`config.mk`:
```
export PLATFORM = sky130hd
export DESIGN_NAME = serial_word_deserializer
export DESIGN_NICKNAME = d
export VERILOG_FILES = /design/src/rtl/serial_word_deserializer.sv
export SDC_FILE = /design/constraint.sdc
export NUM_CORES = 1
export LEC_CHECK = 0
export ABC_AREA = 1
export ABC_CLOCK_PERIOD_IN_PS = 1000
export CAP_MARGIN = 20
export CORE_UTILIZATION = 42
export DETAILED_ROUTE_END_ITERATION = 12
export GPL_TIMING_DRIVEN = 1
export PLACE_DENSITY = 0.74
export SKIP_CTS_REPAIR_TIMING = 1
export SLEW_MARGIN = 20
export SYNTH_ARGS = -nofsm -noshare
export SYNTH_HDL_FRONTEND = slang
export SYNTH_SLANG_ARGS = --single-unit
```
`constraint.sdc`:
```
create_clock -name clk -period 1 [get_ports clk]
set_input_delay 0.15 -clock clk [delete_from_list [all_inputs] [get_ports clk]]
set_output_delay 0.15 -clock clk [all_outputs]
set_load 0.01 [all_outputs]
```
`src/rtl/serial_word_deserializer.sv`:
```
// Serial-to-parallel word receiver with LSB/MSB-first bit order, a one-word
// valid/ready output stage and sticky overflow / framing error flags.
module serial_word_deserializer #(
   parameter int unsigned WIDTH = 4
) (
   input  logic                           clk,
   input  logic                           reset_n,
   input  logic                           dir,
   input  logic                           bit_valid,
   input  logic                           bit_in,
   input  logic                           frame_start,
   output logic [WIDTH-1:0]               dout,
   output logic                           dout_valid,
   input  logic                           dout_ready,
   output logic [$clog2(WIDTH+1)-1:0]     bit_count,
   output logic                           overflow,
   output logic                           frame_err,
   input  logic                           clr_err
);

   localparam int unsigned CntW = $clog2(WIDTH + 1);
   localparam logic [CntW-1:0] LastCnt = CntW'(WIDTH - 1);

   typedef enum logic [0:0] {StIdle, StCollect} state_e;

   state_e            state_q, state_d;
   logic [WIDTH-1:0]  shreg_q, shreg_d;
   logic              dir_q, dir_d;
   logic [CntW-1:0]   cnt_q, cnt_d;
   logic [WIDTH-1:0]  dout_q, dout_d;
   logic              dout_valid_q, dout_valid_d;
   logic              overflow_q, overflow_d;
   logic              frame_err_q, frame_err_d;

   logic              shift_dir;
   logic [WIDTH-1:0]  shifted;
   logic              ovf_event;
   logic              ferr_event;

   // Shifted register value; a frame-start bit uses the incoming dir, not dir_q.
   always_comb begin
      shift_dir = frame_start ? dir : dir_q;
      if (shift_dir) begin
         shifted = {shreg_q[WIDTH-2:0], bit_in};
      end else begin
         shifted = {bit_in, shreg_q[WIDTH-1:1]};
      end
   end

   // Next-state logic: bit collection, word completion, handshake and flags.
   always_comb begin
      state_d      = state_q;
      shreg_d      = shreg_q;
      dir_d        = dir_q;
      cnt_d        = cnt_q;
      dout_d       = dout_q;
      dout_valid_d = dout_valid_q;
      overflow_d   = overflow_q;
      frame_err_d  = frame_err_q;
      ovf_event    = 1'b0;
      ferr_event   = 1'b0;

      // Consumption first so a same-edge completion can reload the output.
      if (dout_valid_q && dout_ready) begin
         dout_valid_d = 1'b0;
      end

      if (bit_valid) begin
         if (frame_start) begin
            // A frame start inside a word abandons the partial word.
            ferr_event = (state_q == StCollect);
            dir_d      = dir;
            shreg_d    = shifted;
            cnt_d      = CntW'(1);
            state_d    = StCollect;
         end else if (state_q == StIdle) begin
            ferr_event = 1'b1;
         end else begin
            shreg_d = shifted;
            if (cnt_q == LastCnt) begin
               cnt_d   = '0;
               state_d = StIdle;
               if (!dout_valid_q || dout_ready) begin
                  dout_d       = shifted;
                  dout_valid_d = 1'b1;
               end else begin
                  ovf_event = 1'b1;
               end
            end else begin
               cnt_d = cnt_q + CntW'(1);
            end
         end
      end

      // Clear first, so a simultaneous error event wins.
      if (clr_err) begin
         overflow_d  = 1'b0;
         frame_err_d = 1'b0;
      end
      if (ovf_event) begin
         overflow_d = 1'b1;
      end
      if (ferr_event) begin
         frame_err_d = 1'b1;
      end
   end

   // State registers with asynchronous active-low reset.
   always_ff @(posedge clk or negedge reset_n) begin
      if (!reset_n) begin
         state_q      <= StIdle;
         shreg_q      <= '0;
         dir_q        <= 1'b0;
         cnt_q        <= '0;
         dout_q       <= '0;
         dout_valid_q <= 1'b0;
         overflow_q   <= 1'b0;
         frame_err_q  <= 1'b0;
      end else begin
         state_q      <= state_d;
         shreg_q      <= shreg_d;
         dir_q        <= dir_d;
         cnt_q        <= cnt_d;
         dout_q       <= dout_d;
         dout_valid_q <= dout_valid_d;
         overflow_q   <= overflow_d;
         frame_err_q  <= frame_err_d;
      end
   end

   assign dout       = dout_q;
   assign dout_valid = dout_valid_q;
   assign bit_count  = cnt_q;
   assign overflow   = overflow_q;
   assign frame_err  = frame_err_q;

endmodule

```
==> results of run 1 <==
## how the worst max path moves through the flow
stage | start | endpoint | depth (start not counted)
finish | state_q$_DFFE_PN0P_ | bit_count[0]$_DFFE_PN0P_ | 6
global route | state_q$_DFFE_PN0P_ | bit_count[2]$_DFFE_PN0P_ | 6
CTS | bit_count[0]$_DFFE_PN0P_ | bit_count[0] | 1
detailed placement | frame_start | shreg_q[2]$_DFFE_PN0P_ | 8
global placement | frame_start | bit_count[0]$_DFFE_PN0P_ | 7
floorplan | bit_count[1]$_DFFE_PN0P_ | dout[0]$_DFFE_PN0P_ | 6
## layer usage
metal / vias to the layer above / global-route usage
li1: 364 / -
met1: 332 / 0.214
met5: - / 0
met3: 8 / 0.0400
met2: 37 / 0.309
met4: 0 / 0.0727
## cell type report
| cell class | count | area share |
|---|---|---|
| timing repair buffer | 26 | 0.180 |
| tap | 25 | 0.0288 |
| inverter | 13 | 0.0472 |
| sequential | 16 | 0.369 |
| clock buffer | 3 | 0.0207 |
| multi-input combinational | 68 | 0.355 |
## cells in the mapped netlist (all sizes together)
master  number
nand2       41
dfrtp       16
inv         13
nand3       10
nor2         6
o21ai        5
ha           2
a22oi        1
nor3         1
o22ai        1
## worst max-delay path, delay by kind of cell (launching register included)
kind	cells	cell delay [ns]
buffers and inverters	2	0.16
and+or+nand+nor	2	0.21
DFF	1	0.41
AOI/OAI and AO/OA	1	0.07
adders and majority gates	1	0.17
## kinds of logic after synthesis
logic type | Yosys count | synth area share
fa+ha+maj | 2 | 0.0325
buf+inv | 13 | 0.0633
flops | 16 | 0.519
simple gates | 58 | 0.334
compound gates | 7 | 0.0503
## report_power, final
group	switching (mW)	internal (mW)	leakage [nW]
sequential	0.115	0.813	0.202
combinational	0.420	0.371	0.359
clock	0.203	0.140	0.0138
total	0.738	1.32	0.574
## sequential cells by signal (all words and copies together) (netlist names)
| signal | count |
|---|---|
| state_q | 1 |
| bit_count | 3 |
| shreg_q | 4 |
| frame_err | 1 |
| overflow | 1 |
| dout_valid | 1 |
| dout | 4 |
| dir_q | 1 |
## placed cells by master (no fill, tap or decap), types with 2 or more instances in the layout
cell type	count
clkdlybuf4s50_1	7
clkbuf_4	3
nand2_2	9
nor2_4	2
clkbuf_2	7
buf_4	9
nand2_4	2
dfrtp_1	16
o21ai_0	4
nand2_1	31
nand3_1	9
buf_2	2
inv_2	2
nor2_1	3
inv_1	10
==> results.ini, run 1 <==
[run_status]
outcome=complete, but fails checks
violations=setup timing

[placement]
port_buffers=17
placed_cell_area_um2=1030
gp_congestion=0.821
post-place-ws_ns=-0.435
dp.cells=143
dp_hpwl_um=1230

[min_path]
hp-class=in2async

[finish]
fin_util=0.629
ff_latch_area_um2=400
multiInputGateArea_um2=385
stdcell_area_um2=1090
syn_to_final_growth_pct=40.9
finalNetCount=138
n_antenna_cell=0
nFillCells=172
drive_gt1_frac=0.333
fin_cells=151

[timing]
hold_viol_final=0
slew_headroom=0.854
setup_viol=14
fmax_mhz=890
rsz0062_at_grt=true
final.period_utilization=1.12
drv_slew=0
hold_slack_ns=0.171
tns_ns=-1.14
worst_pin_slew_ns=0.219
fin_ws_ns=-0.124
skew_ns=0.00619
fin_crit_ns=1.12

[yosys]
yosys.area.top_type=dfrtp_1
ys_seq_area_frac=0.519
ys_warn_count=0
ys_seq_elements=16
synth_fp_nets=106
yosys.cell_types.count=14
synth_area_leaders=dfrtp_1 (52%), nand2_1 (19%), nand3_1 (5.8%)
postSynthCellCount=96
netlist_area_um2=771
syn_area_per_cell_um2=8.03
synth_top_cell_area_share=0.519

[routing]
routed_wl_um=1890
dr.max_layer_used=met4
ant_nets=0
drtIter0Drc=35
routed_via_density=4.91
wl_per_cell_um=12.5
vias=741
drc=0
wl_met2_um=938
wl_met1_um=773
wl_met3_um=134
drtPass1Iterations=5

[global_routing]
grt_pass1_vias=646
antenna_found_initial=0
grt_overflow=0
track_usage=0.178
grt_max_degree=17
grt_pass1_wl_um=2570

[clock_tree]
path_clk_slew_ns=0.10
h-tree-depth=1
cts_buffer_depth=2
cts_tree=done
cts_inserted_buffers=3
clock_sinks=16
clk_latency_ns=0.28
cts-root-buf=clkbuf_4

[setup_path]
required_ns=1.17
crit_path_cell_trace=inv_1 > ha_2 > inv_2 > nand2_4 > nor2_4 > a22oi_1
cp-end-kind=flip-flop
crit_fanout=5
critPathArrivalTime_ns=1.29
regToRegSetupSlack_ns=-0.12
r2r_cells=6
path_class=reg2reg
reg2reg_to=bit_count[0]$_DFFE_PN0P_
worst_path_max_delay_cell=dfrtp_1
max_stage_delay_ns=0.41
critPathLaunchType=flip-flop
reg2reg_from=state_q$_DFFE_PN0P_

[floorplan]
io-pin-count=18
design.core.area_um2=1730
die_w_um=44.8
die_h_um=44.8
dieArea_um2=2010
rows=15
start_util=0.446

[job]
max_cap_violations=0

[pwr]
cellPowerDensity_nw_per_um2=1900
leakage_nw=0.574
total_power_mw=2.06
ir_worst_vdd_mv=1.10

Note: power is estimated with default switching activity, not from simulation.
==> run 2: changes to the inputs <==
CORE_ASPECT_RATIO = 1.1   (was default)
MAX_ROUTING_LAYER = met4   (was default)
==> run 2 against run 1 <==
Final cell count up 2.0%; the flow still finishes with violations (setup timing); combinational power grew 25%; sequential cell count stayed put; core utilization is 9.7 points higher; critical path type unchanged; total power increased by 14%; sequential share of layout area is 3.1 points lower.
==> results.ini, run 2 (synthesized netlist as in run 1, its figures left out) <==
[clock_tree]
cts_inserted_buffers=3  ; unchanged
cts_tree=done
clock_sinks=16  ; unchanged
h-tree-depth=1  ; unchanged
cts-root-buf=clkbuf_4
cts_buffer_depth=2  ; unchanged
path_clk_slew_ns=0.10  ; about the same
clk_latency_ns=0.29  ; about the same

[routing]
wl_per_cell_um=12.2  ; -2.3%
routed_via_density=4.97  ; +1.4%
drtPass1Iterations=4  ; -1
vias=766  ; +3.4%
ant_nets=0  ; unchanged
drtIter0Drc=22  ; -37%
routed_wl_um=1880  ; -0.32%
drc=0  ; unchanged

[finish]
drive_gt1_frac=0.336  ; +0.00243
nFillCells=134  ; -22%
syn_to_final_growth_pct=53.7
fin_cells=154  ; +2.0%
n_antenna_cell=0  ; unchanged
finalNetCount=148  ; +7.2%
layout_commonest_cell=nand2_1
final_cell_mix=nand2_1 (37), buf_4 (18), dfrtp_1 (16)

[setup_path]
reg2reg_from=bit_count[0]$_DFFE_PN0P_
r2r_cells=6  ; unchanged
required_ns=1.23  ; +0.06 ns
critPathArrivalTime_ns=1.38  ; +0.09 ns
path_class=reg2reg
cp-end-kind=flip-flop
regToRegSetupSlack_ns=-0.15  ; -0.03 ns
critPathLaunchType=flip-flop
reg2reg_to=bit_count[2]$_DFFE_PN0P_
crit_fanout=3  ; -2

[floorplan]
start_util=0.472  ; +0.0257
die_h_um=46.9  ; +4.7%
die_w_um=42.8  ; -4.4%
dieArea_um2=2010  ; about the same
rows=15  ; unchanged
io-pin-count=18  ; unchanged
design.core.area_um2=1630  ; -5.4%

[timing]
setup_viol=16  ; +2
hold_slack_ns=0.169  ; -0.00193 ns
skew_ns=0.00451  ; -0.00168 ns
hold_viol_final=0  ; unchanged
fin_crit_ns=1.15  ; +0.0279 ns
slew_headroom=0.789  ; -0.0646
final.period_utilization=1.15  ; +0.0279
worst_pin_slew_ns=0.315  ; +0.0958 ns
fin_ws_ns=-0.152  ; -0.0279 ns
drv_slew=0  ; unchanged
rsz0062_at_grt=true
tns_ns=-1.63  ; -0.489 ns
fmax_mhz=868  ; -2.4%

[placement]
dp.cells=138  ; -3.5%
port_buffers=17  ; unchanged
dp_hpwl_um=1240  ; +0.92%
gp_congestion=0.847  ; +3.2%

[job]
max_cap_violations=0  ; unchanged

[global_routing]
grt_pass1_wl_um=2610  ; +1.4%
grt_pass1_vias=645  ; -0.15%
grt_overflow=0  ; unchanged
grt_max_degree=17  ; unchanged
track_usage=0.183  ; +0.00434
antenna_found_initial=0  ; unchanged

[pwr]
leakage_nw=0.668  ; +16%
cellPowerDensity_nw_per_um2=1980  ; +4.0%
ir_worst_vdd_mv=1.37  ; +25%
total_power_mw=2.34  ; +14%

[min_path]
hp-class=in2async

[run_status]
outcome=complete, but fails checks
violations=setup timing

==> run 2: changes by cell type in the layout (fill, tap and decap cells not counted), moves of 2 or more <==
cell,previous run,this run
buf_4,9,18
nand2_1,31,37
buf_2,2,0
buf_6,0,2
nand2_2,9,3
dlymetal6s2s_1,1,4
==> run 2: worst max-delay path by stage <==
stage,from,endpoint,cells after the start,slack (ns)
final,bit_count[0]$_DFFE_PN0P_,bit_count[2]$_DFFE_PN0P_,6,-0.15
after global routing,bit_count[0]$_DFFE_PN0P_,bit_count[2]$_DFFE_PN0P_,6,-0.21
after CTS,bit_count[1]$_DFFE_PN0P_,bit_count[1],1,-0.39
after detailed placement,frame_start,shreg_q[1]$_DFFE_PN0P_,8,-0.43
after global placement,frame_start,bit_count[0]$_DFFE_PN0P_,7,-0.39
after floorplan,bit_count[1]$_DFFE_PN0P_,dout[0]$_DFFE_PN0P_,6,-0.05
==> run 2: power breakdown <==
part,switching [mW],total [mW],internal (mW)
Combinational,0.458,0.987,0.529
Sequential,0.0986,0.912,0.813
Clock,0.220,0.442,0.222
Total,0.776,2.34,1.56
==> run 2: cell type report <==
cell class	instances	area, um2	area share
Sequential cell	16	400	0.338
Multi-Input combinational cell	68	378	0.319
Timing Repair Buffer	36	298	0.251
Inverter	13	51.3	0.0433
Clock buffer	4	36.3	0.0306
Tap cell	17	21.3	0.0180
==> run 2: through the flow <==
step,util,worst slack (ns),area [um2]
floorplan,-,-0.0467,788
finish,0.726,-0.152,1180
global route,0.726,-0.212,1180
global placement,0.637,-0.386,1040
detailed placement,0.637,-0.426,1040
CTS,0.659,-0.392,1080
==> run 2: metal layers <==
metal	up-vias	track usage	part of all wire
li1	386	-	-
met1	354	0.220	0.41
met2	22	0.309	0.53
met3	4	0.0231	0.043
met4	0	0.0875	0.015
met5	-	-	0
==> run 2: critical path, cell delays in order, from the launching register on <==
cell	delay (ns)
dfrtp_1	0.41
buf_4	0.16
ha_4	0.17
buf_4	0.13
nor2_4	0.08
nor2_2	0.05
nor2_1	0.10
==> run 3: changes to the inputs <==
CORE_ASPECT_RATIO = 0.8   (was 1.1)
==> run 3 against run 2 <==
The flow still finishes with violations (setup timing); register-to-register slack better by 0.05 ns; critical path depth shrank 4; clock power decreased by 2%; setup slack gained 0.031 ns; non-clock buffer count decreased by 3; maximum frequency grew 2.7%; sequential cell count stayed put; critical path type is now reg2out; critical endpoint is now bit_count[1].
==> results.ini, run 3 (synthesized netlist as in run 1, its figures left out) <==
[pwr]
leakage_nw=0.605  ; -9.4%
total_power_mw=2.26  ; -3.6%
switching_share=0.338  ; +0.00636
cellPowerDensity_nw_per_um2=1940  ; -1.5%
p_comb_frac=0.398  ; -0.024
p_sw_mw=0.763  ; -1.8%
p_seq_frac=0.411  ; +0.021
p_int_mw=1.49  ; -4.5%
ir_worst_vdd_mv=1.11  ; -19%
p_clk_frac=0.192  ; +0.003

[finish]
n_antenna_cell=0  ; unchanged
fin_cells=156  ; +1.3%
final_cell_mix=nand2_1 (31), dfrtp_1 (16), buf_4 (16)
fin_util=0.692  ; -0.0334
layout_commonest_cell=nand2_1
syn_to_final_growth_pct=50.5
finalNetCount=145  ; -2.0%
drive_gt1_frac=0.388  ; +0.0523

[timing]
rsz0062_at_grt=true
slew_headroom=0.859  ; +0.0693
drv_slew=0  ; unchanged
fin_crit_ns=1.12  ; -0.0308 ns
hold_slack_ns=0.170  ; +0.000821 ns
skew_ns=0.00391  ; -0.000602 ns
setup_viol=13  ; -3
final.period_utilization=1.12  ; -0.0308
worst_pin_slew_ns=0.212  ; -0.103 ns
hold_viol_final=0  ; unchanged
fmax_mhz=892  ; +2.7%
fin_ws_ns=-0.121  ; +0.0308 ns

[run_status]
violations=setup timing
outcome=complete, but fails checks

[floorplan]
die_h_um=40.3  ; -14%
rows=13  ; -2
dieArea_um2=2010  ; about the same
design.core.area_um2=1680  ; +2.6%
io-pin-count=18  ; unchanged
start_util=0.460  ; -0.0120
die_w_um=49.9  ; +16%

[routing]
dr.max_layer_used=met4
routed_via_density=4.76  ; -4.2%
wl_met3_um=97  ; +20%
ant_nets=0  ; unchanged
wl_per_cell_um=11.2  ; -7.9%
drtPass1Iterations=4  ; unchanged
vias=743  ; -3.0%
drtIter0Drc=21  ; -4.5%
drc=0  ; unchanged
wl_met1_um=790  ; +1.8%
wl_met2_um=846  ; -15%
routed_wl_um=1750  ; -6.8%

[setup_path]
worst_path_max_delay_cell=dfrtp_1
path_depth=2  ; -4
path_class=reg2out
crit_fanout=2  ; -1
required_ns=0.85  ; -0.38 ns
crit_buf_inv=2  ; unchanged
r2r_cells=5  ; -1
reg2reg_to=dout[0]$_DFFE_PN0P_
max_stage_delay_ns=0.42  ; about the same
critPathLaunch=bit_count[1]$_DFFE_PN0P_
cp-end-kind=output port
critPathArrivalTime_ns=0.97  ; -0.41 ns
crit_path_cell_trace=buf_4 > clkbuf_2
critPathTopFamily=flip-flops
reg2reg_from=bit_count[0]$_DFFE_PN0P_
critPathLaunchType=flip-flop
cp-endpoint=bit_count[1]
regToRegSetupSlack_ns=-0.10  ; +0.05 ns

[clock_tree]
cts_tree=done
cts-root-buf=clkbuf_4
h-tree-depth=1  ; unchanged
clk_latency_ns=0.29  ; about the same
clock_sinks=16  ; unchanged
cts_inserted_buffers=3  ; unchanged
path_clk_slew_ns=0.10  ; about the same
cts_buffer_depth=2  ; unchanged

[placement]
dp.cells=144  ; +4.3%
port_buffers=17  ; unchanged
gp_congestion=0.769  ; -9.2%
post-place-ws_ns=-0.408  ; +0.0183 ns
dp_hpwl_um=1180  ; -4.6%

[global_routing]
antenna_found_initial=0  ; unchanged
grt_max_degree=17  ; unchanged
track_usage=0.197  ; +0.0139
grt_overflow=0  ; unchanged
grt_pass1_vias=610  ; -5.4%
grt_pass1_wl_um=2650  ; +1.6%

[job]
max_cap_violations=0  ; unchanged

[min_path]
hp-class=in2async

==> run 3: worst min-delay path by stage <==
stage / to / cells after the start
2_1_floorplan: bit_count[0]$_DFFE_PN0P_ / 0
3_3_place_gp: dout[3]$_DFFE_PN0P_ / 2
3_5_place_dp: dout[2]$_DFFE_PN0P_ / 2
4_1_cts: overflow$_DFFE_PN0P_ / 2
5_1_grt: overflow$_DFFE_PN0P_ / 2
6_report: overflow$_DFFE_PN0P_ / 2
==> run 3: power by group through the flow <==
stage               clock network (mW)  registers, mW  logic, mW
floorplan                            0          0.971      0.319
global placement                     0          0.928      0.753
detailed placement                   0          0.933      0.760
CTS                              0.448          0.926      0.765
global route                     0.481          0.940      0.975
finish                           0.433          0.926      0.897
==> run 3: cell type report <==
cell class	instances	area [um2]
Timing Repair Buffer	33	240
Clock buffer	4	36.3
Sequential cell	16	400
Inverter	13	51.3
Fill cell	137	515
Multi-Input combinational cell	68	404
Tap cell	22	27.5
==> run 3: through the flow <==
step / area (um2) / setup TNS (ns)
floorplan: 788 / -0.254
global placement: 1050 / -4.62
detailed placement: 1050 / -4.98
CTS: 1090 / -4.58
global route: 1160 / -1.67
finish: 1160 / -0.864
==> run 3: routing by layer <==
metal	vias up	GRT usage
li1	377	-
met1	339	0.240
met2	23	0.311
met3	4	0.0568
met4	0	0.0857
met5	-	-
